--- config.mk ---
export PLATFORM = sky130hd
export DESIGN_NAME = dmem_arbiter
export DESIGN_NICKNAME = d
export VERILOG_FILES = /design/src/rtl/dmem_arbiter.sv
export SDC_FILE = /design/constraint.sdc
export NUM_CORES = 1
export LEC_CHECK = 0
export ABC_AREA = 1
export CAP_MARGIN = 20
export CORE_AREA = 2 2 144 146
export CTS_CLUSTER_SIZE = 28
export DETAILED_ROUTE_END_ITERATION = 16
export DIE_AREA = 0 0 146 148
export PLACE_DENSITY = 0.61
export SYNTH_ARGS = -nofsm -noshare
export SYNTH_HDL_FRONTEND = slang
export SYNTH_SLANG_ARGS = --single-unit
export TNS_END_PERCENT = 20
--- constraint.sdc ---
create_clock -name clk -period 2 [get_ports clk]
set_clock_uncertainty 0.1 [all_clocks]
set_input_delay 0.4 -clock clk [delete_from_list [all_inputs] [get_ports clk]]
set_output_delay 0.4 -clock clk [all_outputs]
set_load 0.005 [all_outputs]
--- src/rtl/dmem_arbiter.sv ---
// Two-requester (core C / DMA D) arbiter for the single data memory port, with bounded-burst fairness.
// Latency: grant is combinational in the request cycle; read data returns registered one cycle after the grant.
// Backpressure: a requester holds its request until it sees gnt; the core gets c_stall while it waits.
// Optional DMEM_ARB_PERF_EN adds saturating stall/grant counters; when undefined, the perf outputs are tied to 0.
module dmem_arbiter #(
    parameter int AW        = 32,
    parameter int DW        = 32,
    parameter int MAX_BURST = 4
) (
    input  logic          clk,
    input  logic          reset,
    // core requester
    input  logic          c_req,
    input  logic          c_we,
    input  logic [1:0]    c_byte,
    input  logic [AW-1:0] c_addr,
    input  logic [DW-1:0] c_wdata,
    output logic          c_gnt,
    output logic          c_stall,
    output logic          c_rvalid,
    output logic [DW-1:0] c_rdata,
    // DMA requester
    input  logic          d_req,
    input  logic          d_we,
    input  logic [1:0]    d_byte,
    input  logic [AW-1:0] d_addr,
    input  logic [DW-1:0] d_wdata,
    output logic          d_gnt,
    output logic          d_rvalid,
    output logic [DW-1:0] d_rdata,
    // shared memory port
    output logic          m_we,
    output logic [1:0]    m_byte,
    output logic [AW-1:0] m_addr,
    output logic [DW-1:0] m_wdata,
    input  logic [DW-1:0] m_rdata,
    // performance counters
    output logic [31:0]   perf_cstall,
    output logic [31:0]   perf_dgnt
);

    localparam int             CW      = $clog2(MAX_BURST + 1);
    localparam logic [CW-1:0]  CNT_MAX = CW'(MAX_BURST);

    // last owner: 0 = core, 1 = DMA; cnt = consecutive grants to that owner
    logic          last_q, last_d;
    logic [CW-1:0] cnt_q, cnt_d;
    logic          c_rvalid_q, c_rvalid_d;
    logic          d_rvalid_q, d_rvalid_d;
    logic [DW-1:0] c_rdata_q, c_rdata_d;
    logic [DW-1:0] d_rdata_q, d_rdata_d;

    // Grant selection; forced off while reset is held low so no write can slip through
    always_comb begin
        c_gnt = 1'b0;
        d_gnt = 1'b0;
        if (reset) begin
            if (c_req && d_req) begin
                // the current owner keeps the port until its burst allowance runs out
                if (cnt_q < CNT_MAX) begin
                    c_gnt = ~last_q;
                    d_gnt = last_q;
                end else begin
                    c_gnt = last_q;
                    d_gnt = ~last_q;
                end
            end else begin
                c_gnt = c_req;
                d_gnt = d_req;
            end
        end
    end

    assign c_stall = c_req & ~c_gnt;

    // Memory port mux: DMA fields only when DMA owns the cycle, core fields otherwise (including idle)
    always_comb begin
        m_addr  = c_addr;
        m_byte  = c_byte;
        m_wdata = c_wdata;
        if (d_gnt) begin
            m_addr  = d_addr;
            m_byte  = d_byte;
            m_wdata = d_wdata;
        end
        m_we = (c_gnt & c_we) | (d_gnt & d_we);
    end

    // Ownership/burst tracking: same owner extends the run, new owner restarts it, idle cycle clears it
    always_comb begin
        last_d = last_q;
        cnt_d  = cnt_q;
        if (c_gnt || d_gnt) begin
            if (d_gnt == last_q) begin
                cnt_d = (cnt_q == CNT_MAX) ? cnt_q : cnt_q + CW'(1);
            end else begin
                last_d = d_gnt;
                cnt_d  = CW'(1);
            end
        end else begin
            cnt_d = '0;
        end
    end

    // Read return: capture memory data on a read grant, pulse valid for one cycle, hold data until the next read
    always_comb begin
        c_rvalid_d = c_gnt & ~c_we;
        d_rvalid_d = d_gnt & ~d_we;
        c_rdata_d  = c_rvalid_d ? m_rdata : c_rdata_q;
        d_rdata_d  = d_rvalid_d ? m_rdata : d_rdata_q;
    end

    // Arbiter and response registers; reset drops any in-flight read response
    always_ff @(posedge clk or negedge reset) begin
        if (!reset) begin
            last_q     <= 1'b0;
            cnt_q      <= '0;
            c_rvalid_q <= 1'b0;
            d_rvalid_q <= 1'b0;
            c_rdata_q  <= '0;
            d_rdata_q  <= '0;
        end else begin
            last_q     <= last_d;
            cnt_q      <= cnt_d;
            c_rvalid_q <= c_rvalid_d;
            d_rvalid_q <= d_rvalid_d;
            c_rdata_q  <= c_rdata_d;
            d_rdata_q  <= d_rdata_d;
        end
    end

    assign c_rvalid = c_rvalid_q;
    assign d_rvalid = d_rvalid_q;
    assign c_rdata  = c_rdata_q;
    assign d_rdata  = d_rdata_q;

`ifdef DMEM_ARB_PERF_EN
    logic [31:0] perf_cstall_q, perf_cstall_d;
    logic [31:0] perf_dgnt_q, perf_dgnt_d;

    // Saturating event counters for core stall cycles and DMA grant cycles
    always_comb begin
        perf_cstall_d = perf_cstall_q;
        perf_dgnt_d   = perf_dgnt_q;
        if (c_stall && (perf_cstall_q != 32'hFFFF_FFFF)) perf_cstall_d = perf_cstall_q + 32'd1;
        if (d_gnt   && (perf_dgnt_q   != 32'hFFFF_FFFF)) perf_dgnt_d   = perf_dgnt_q   + 32'd1;
    end

    // Counter registers, cleared by reset
    always_ff @(posedge clk or negedge reset) begin
        if (!reset) begin
            perf_cstall_q <= '0;
            perf_dgnt_q   <= '0;
        end else begin
            perf_cstall_q <= perf_cstall_d;
            perf_dgnt_q   <= perf_dgnt_d;
        end
    end

    assign perf_cstall = perf_cstall_q;
    assign perf_dgnt   = perf_dgnt_q;
`else
    assign perf_cstall = '0;
    assign perf_dgnt   = '0;
`endif

endmodule

==> flow_summary.yaml, run 1 <==
floorplan:
  num_rows: 52
  die_width_um: 146
  fp.coreArea_mm2: 0.0200
  start_util: 0.208
  die_y_um: 148
  dieArea_mm2: 0.0216
  io_pins: 370
detailed_routing:
  met3WireLength_mm: 1.46
  drtPass1Iterations: 6
  vias_per_cell: 3.88
  vias: 4689
  wl_met2_mm: 8.94
  wire_per_inst_um: 15.1
  drtIter0Drc: 174
  drc: 0
  met1Wirelength_mm: 7.53
  highest_layer: "met4"
  wl_mm: 18.2
  ant_nets: 0
critical_path:
  reg2regPathDepth: 12
  crit_path_frequent_cell: "nand2_2"
  critPathCaptureType: "primary output"
  cp-start-kind: "flip-flop"
  crit_type: "reg2out"
  max_stage_delay_ps: 420
  crit_required_ps: 1500
  crit_fanout: 6
  crit_slowest_cell: "dfrtp_1"
  crit_chain: "inv_1 > nand2_2 > nand3_4 > nand2_8 > buf_12 > buf_16 > buf_8 > nand2_2 > nand2_1 > buf_2"
  r2r-start: "cnt_q[2]"
  crit_start: "cnt_q[2]"
  worstSetupEndpoint: "m_wdata[12]"
  arrival_ps: 1770
  reg2reg_setup_slack_ps: 70
  timing.rr.end: "cnt_q[0]"
timing:
  hold_viol: 0
  fin_crit_ps: 2270
  max_freq_ghz: 0.441
  holdWs_ps: 290
  worst_slack_ps: -269
  report.final.slew_viol_count: 0
  rsz0062_at_grt: "true"
  min_period_over_period: 1.13
  setup-violations-final: 70
  final.setup.tns_ps: -13570
  tightest_slew_ps: 761
  max_slew_margin: 0.493
logic_synthesis:
  netlist_instances: 568
  postSynthAreaPerCell_um2: 7.34
  synth.yosys.warnings: 0
  syn_area_mm2: 0.00417
  ys_seq_area_frac: 0.420
  ys_types: 23
  ys_ff_latch: 70
placed_design:
  placed_area_mm2: 0.00732
  gp_congestion: 0.791
  hpwl_mm: 12.3
  port-buffer-count: 305
clock_tree:
  cts.sinks: 70
  clock-root-buffer: "clkbuf_16"
  path_clk_slew_ps: 50
  numCtsBuffers: 9
  cts_buffer_depth: 2
  clk_latency_ps: 330
  htree_levels: 3
  tritoncts: "done"
global_route:
  grt_first_pass_wirelength_mm: 27.1
  grt_pass1_vias: 4600
  track_usage: 0.163
  grt.overflow.total: 0
  grt_max_degree: 60
  antenna_found_initial: 0
cells_and_area:
  antennaDiodeCount: 0
  area_delta_synth_final_pct: 105
  nets: 1105
  fin_area_mm2: 0.00853
  layout-drive-gt1-share: 0.289
outcome:
  violations: "setup timing"
  status: "finished, violations left"
power_and_ir_drop:
  total_power_mw: 5.80
  power_density_mw_per_mm2: 680
  ir_worst_vdd_uv: 363
  p_leak_nw: 4.27
worst_hold_path:
  hold_path_class: "in2async"
flow_run:
  cap_violations: 0
layer usage:
metal	global-route usage	vias up
met3	0.0417	20
met4	0.0456	0
met1	0.212	2128
met5	0	-
met2	0.269	200
li1	-	2341
cells in the final DEF, fill, tap and decap left out, types with 7 or more instances in the layout:
| cell type | count |
|---|---|
| inv_1 | 42 |
| buf_6 | 23 |
| buf_8 | 7 |
| nand2_1 | 196 |
| buf_12 | 8 |
| nand2_2 | 74 |
| clkbuf_16 | 9 |
| dfrtp_1 | 70 |
| buf_2 | 57 |
| nand2_4 | 9 |
| buf_4 | 37 |
| o21ai_2 | 16 |
| buf_16 | 14 |
| conb_1 | 64 |
| o21ai_1 | 42 |
| clkdlybuf4s50_1 | 232 |
| o21ai_0 | 8 |
cells in the mapped netlist:
master | instances | area, µm²
nand3_1 | 3 | 15.0
nand2_2 | 2 | 12.5
ha_1 | 2 | 25.0
inv_1 | 43 | 161
buf_2 | 8 | 40.0
nand2_4 | 1 | 11.3
o21ai_1 | 41 | 205
nand3_2 | 1 | 10.0
conb_1 | 1 | 3.75
o211ai_1 | 1 | 7.51
buf_6 | 11 | 124
nor2_1 | 1 | 3.75
inv_2 | 3 | 11.3
nand2_1 | 277 | 1040
xor2_1 | 1 | 8.76
o21ai_0 | 9 | 45.0
nand4_1 | 3 | 18.8
clkbuf_2 | 1 | 5.00
o21ai_2 | 16 | 140
o22ai_1 | 1 | 6.26
clkbuf_1 | 5 | 18.8
dfrtp_1 | 70 | 1750
buf_4 | 67 | 503
how the worst min path moves through the flow:
stage | endpoint | slack (ps) | depth (start not counted)
after floorplan | c_rdata[0] | 4 | 0
after global placement | last_q | 320 | 2
after detailed placement | last_q | 320 | 2
after CTS | d_rdata[27] | 350 | 3
after global routing | d_rdata[27] | 360 | 3
final | d_rdata[26] | 290 | 3
cells by family after synthesis:
group,Yosys count,share of synthesized area
DFF,70,0.420
buffers and inverters,138,0.207
AOI/OAI and AO/OA,68,0.0970
other,1,0.000900
adders and majority gates,2,0.00600
xor gates and xnor gates,1,0.00210
and+or+nand+nor,288,0.267
final cells by class:
type,instances,area [µm²]
Clock inverter,5,104
Timing Repair Buffer,383,3830
Inverter,46,185
Multi-Input combinational cell,423,2060
Sequential cell,70,1750
Clock buffer,11,253
Tap cell,270,338
Fill cell,2032,11500
stage by stage:
step | std cells | setup slack [ps] | util
6_report | 1208 | -269 | 0.425
5_1_grt | 1208 | -378 | 0.425
4_1_cts | 1206 | -281 | 0.416
3_5_place_dp | 1135 | -699 | 0.365
3_3_place_gp | 1135 | -700 | 0.365
2_1_floorplan | 631 | 300 | -
repair_timing:
action,4_1_cts,5_1_grt
gates cloned,13,0
hold buffers,1,0
pin swaps,30,21
buffers inserted,41,2
endpoints found under the setup margin,70,74
hold endpoints to repair,11,0
resized for setup,376,56
where the power goes:
part           switching (mW)  internal, mW  total (mW)  leakage [nW]
clock network           0.597          1.29        1.88         0.176
registers               0.145          1.69        1.83         0.880
logic                   0.806          1.28        2.08          3.21
critical path: cells and delay by family, from the launching register on:
kind | cells | cell delay, ps
AND/OR/NAND/NOR | 5 | 370
buffers and inverters | 5 | 640
flip-flops | 1 | 420
flip-flops by register name, indices dropped and copies added (netlist names):
register and count:
c_rdata 32, d_rdata 32, cnt_q 3, c_rvalid 1
d_rvalid 1, last_q 1
No activity file was read; power rests on OpenSTA's default activity.
==> run 2: changes to the inputs <==
CORE_AREA = 10 10 136 138   (was 2 2 144 146)
PLACE_DENSITY = 0.73   (was 0.61)
==> run 2 against run 1 <==
Against the previous run: final cell count down 6.8%; wire length up 12%; largest power group unchanged; critical endpoint is now m_wdata[17]; critical path depth increased by 2; fmax fell by 2.6%; highest routed layer is now met5; hold slack improved by 74 ps; global-route usage rose by 1.5 points; the run still ends with setup timing left; die area stayed put; non-clock buffer count decreased by 28; sequential power about the same; cell area shrank 6.6%.
==> flow_summary.yaml, run 2 (synthesis gave the netlist of run 1 again) <==
power_and_ir_drop:
  power_density_mw_per_mm2: 700
  ir_worst_vdd_uv: 688
  p_switching_mw: 1.55
  pwr-share-seq: 0.329
  total_power_mw: 5.57
  p_leak_nw: 4.09
  p_sw_frac: 0.278
  p_comb_frac: 0.358
  p_int_mw: 4.03
  p_clk_frac: 0.313
global_route:
  grt_first_pass_wirelength_mm: 30.0
  antenna_found_initial: 1
  grt.overflow.total: 0
  grt_max_degree: 71
  grt_pass1_vias: 4742
  track_usage: 0.178
timing:
  final.setup.tns_ps: -14920
  max_freq_ghz: 0.429
  holdWs_ps: 364
  rsz0062_at_grt: "true"
  tightest_slew_ps: 889
  max_slew_margin: 0.407
  report.final.slew_viol_count: 0
  worst_slack_ps: -329
  min_period_over_period: 1.16
  hold_viol: 0
  fin_crit_ps: 2330
  setup-violations-final: 86
detailed_routing:
  drtPass1Iterations: 4
  vias: 4541
  wl_mm: 20.4
  wire_per_inst_um: 18.2
  drc: 0
  ant_nets: 0
  drtIter0Drc: 236
  vias_per_cell: 4.03
cells_and_area:
  final_common_cell: "nand2_1"
  antennaDiodeCount: 0
  layout_common_cells: "255 x nand2_1, 232 x clkdlybuf4s50_1, 70 x dfrtp_1"
  layout-drive-gt1-share: 0.196
  nets: 1077
  stdcell_count: 1126
  final_util: 0.507
  area_delta_synth_final_pct: 91.0
  nFillCells: 1471
floorplan:
  fp.coreArea_mm2: 0.0157
  die_y_um: 148
  io_pins: 370
  num_rows: 46
  die_width_um: 146
  start_util: 0.265
  dieArea_mm2: 0.0216
critical_path:
  crit_fanout: 8
  critPathCaptureType: "primary output"
  timing.rr.end: "d_rdata[21]"
  r2r-start: "cnt_q[2]"
  crit_required_ps: 1500
  reg2reg_setup_slack_ps: -40
  reg2regPathDepth: 14
  crit_type: "reg2out"
  cp-start-kind: "flip-flop"
  crit_start: "cnt_q[2]"
  arrival_ps: 1830
placed_design:
  gp_congestion: 0.812
  hpwl_mm: 14.8
  place_inst: 1081
  port-buffer-count: 305
clock_tree:
  htree_levels: 3
  numCtsBuffers: 9
  tritoncts: "done"
  path_clk_slew_ps: 60
  clock-root-buffer: "clkbuf_16"
  cts.sinks: 70
  cts_buffer_depth: 2
  clk_latency_ps: 330
outcome:
  status: "finished, violations left"
  violations: "setup timing"
flow_run:
  cap_violations: 0
worst_hold_path:
  hold_path_class: "in2async"
-- run 2: final cells by class --
| class | instances | area, µm² | area share |
|---|---|---|---|
| clock inverter | 6 | 95.1 | 0.0119 |
| tap | 216 | 270 | 0.0339 |
| timing repair buffer | 355 | 3560 | 0.447 |
| sequential | 70 | 1750 | 0.220 |
| multi-input combinational | 423 | 1860 | 0.233 |
| inverter | 46 | 189 | 0.0237 |
| clock buffer | 10 | 239 | 0.0300 |
-- run 2: power by group through the flow --
stage | logic (mW) | registers (mW) | clock network, mW
global placement | 1.89 | 1.84 | 0
floorplan | 0.629 | 1.87 | 0
global route | 2.17 | 1.87 | 1.85
detailed placement | 1.90 | 1.85 | 0
CTS | 2.01 | 1.84 | 1.80
finish | 1.99 | 1.84 | 1.74
-- run 2: metal layers --
| layer | wire (µm) | global-route usage | part of all wire | vias to the layer above |
|---|---|---|---|---|
| met2 | 10500 | 0.321 | 0.51 | 237 |
| met1 | 7660 | 0.195 | 0.37 | 1993 |
| met3 | 1940 | 0.0647 | 0.095 | 21 |
| met5 | 13 | 0 | 0.00064 | - |
| met4 | 305 | 0.0435 | 0.015 | 2 |
| li1 | - | - | - | 2288 |
-- run 2: metrics by stage --
stage | setup WS (ps) | cell area (µm²)
finish | -329 | 7960
floorplan | 300 | 4400
detailed placement | -661 | 7250
CTS | -312 | 7990
global placement | -660 | 7250
global route | -440 | 7960
-- run 2: worst max-delay path by stage --
stage / to / slack (ps) / depth (start not counted)
2_1_floorplan: m_addr[0] / 300 / 9
3_3_place_gp: m_addr[13] / -660 / 7
3_5_place_dp: m_addr[6] / -660 / 7
4_1_cts: m_wdata[17] / -310 / 12
5_1_grt: m_wdata[7] / -440 / 11
6_report: m_wdata[17] / -330 / 12
-- run 2: critical path, stage by stage (launching register included) --
cell and delay, ps:
dfrtp_1 380, inv_1 60, nand2_2 90, nand3_4 90, nand2_4 100, buf_12 120
inv_16 50, buf_12 130, buf_16 120, buf_6 110, nand2_1 50, nand2_1 60
buf_2 130
-- run 2: what timing repair did --
action | CTS | global route
hold buffers | 0 | 0
resized for setup | 282 | 29
pin swaps | 2 | 1
buffers inserted | 16 | 2
cloned | 13 | 0
setup endpoints to repair | 70 | 102
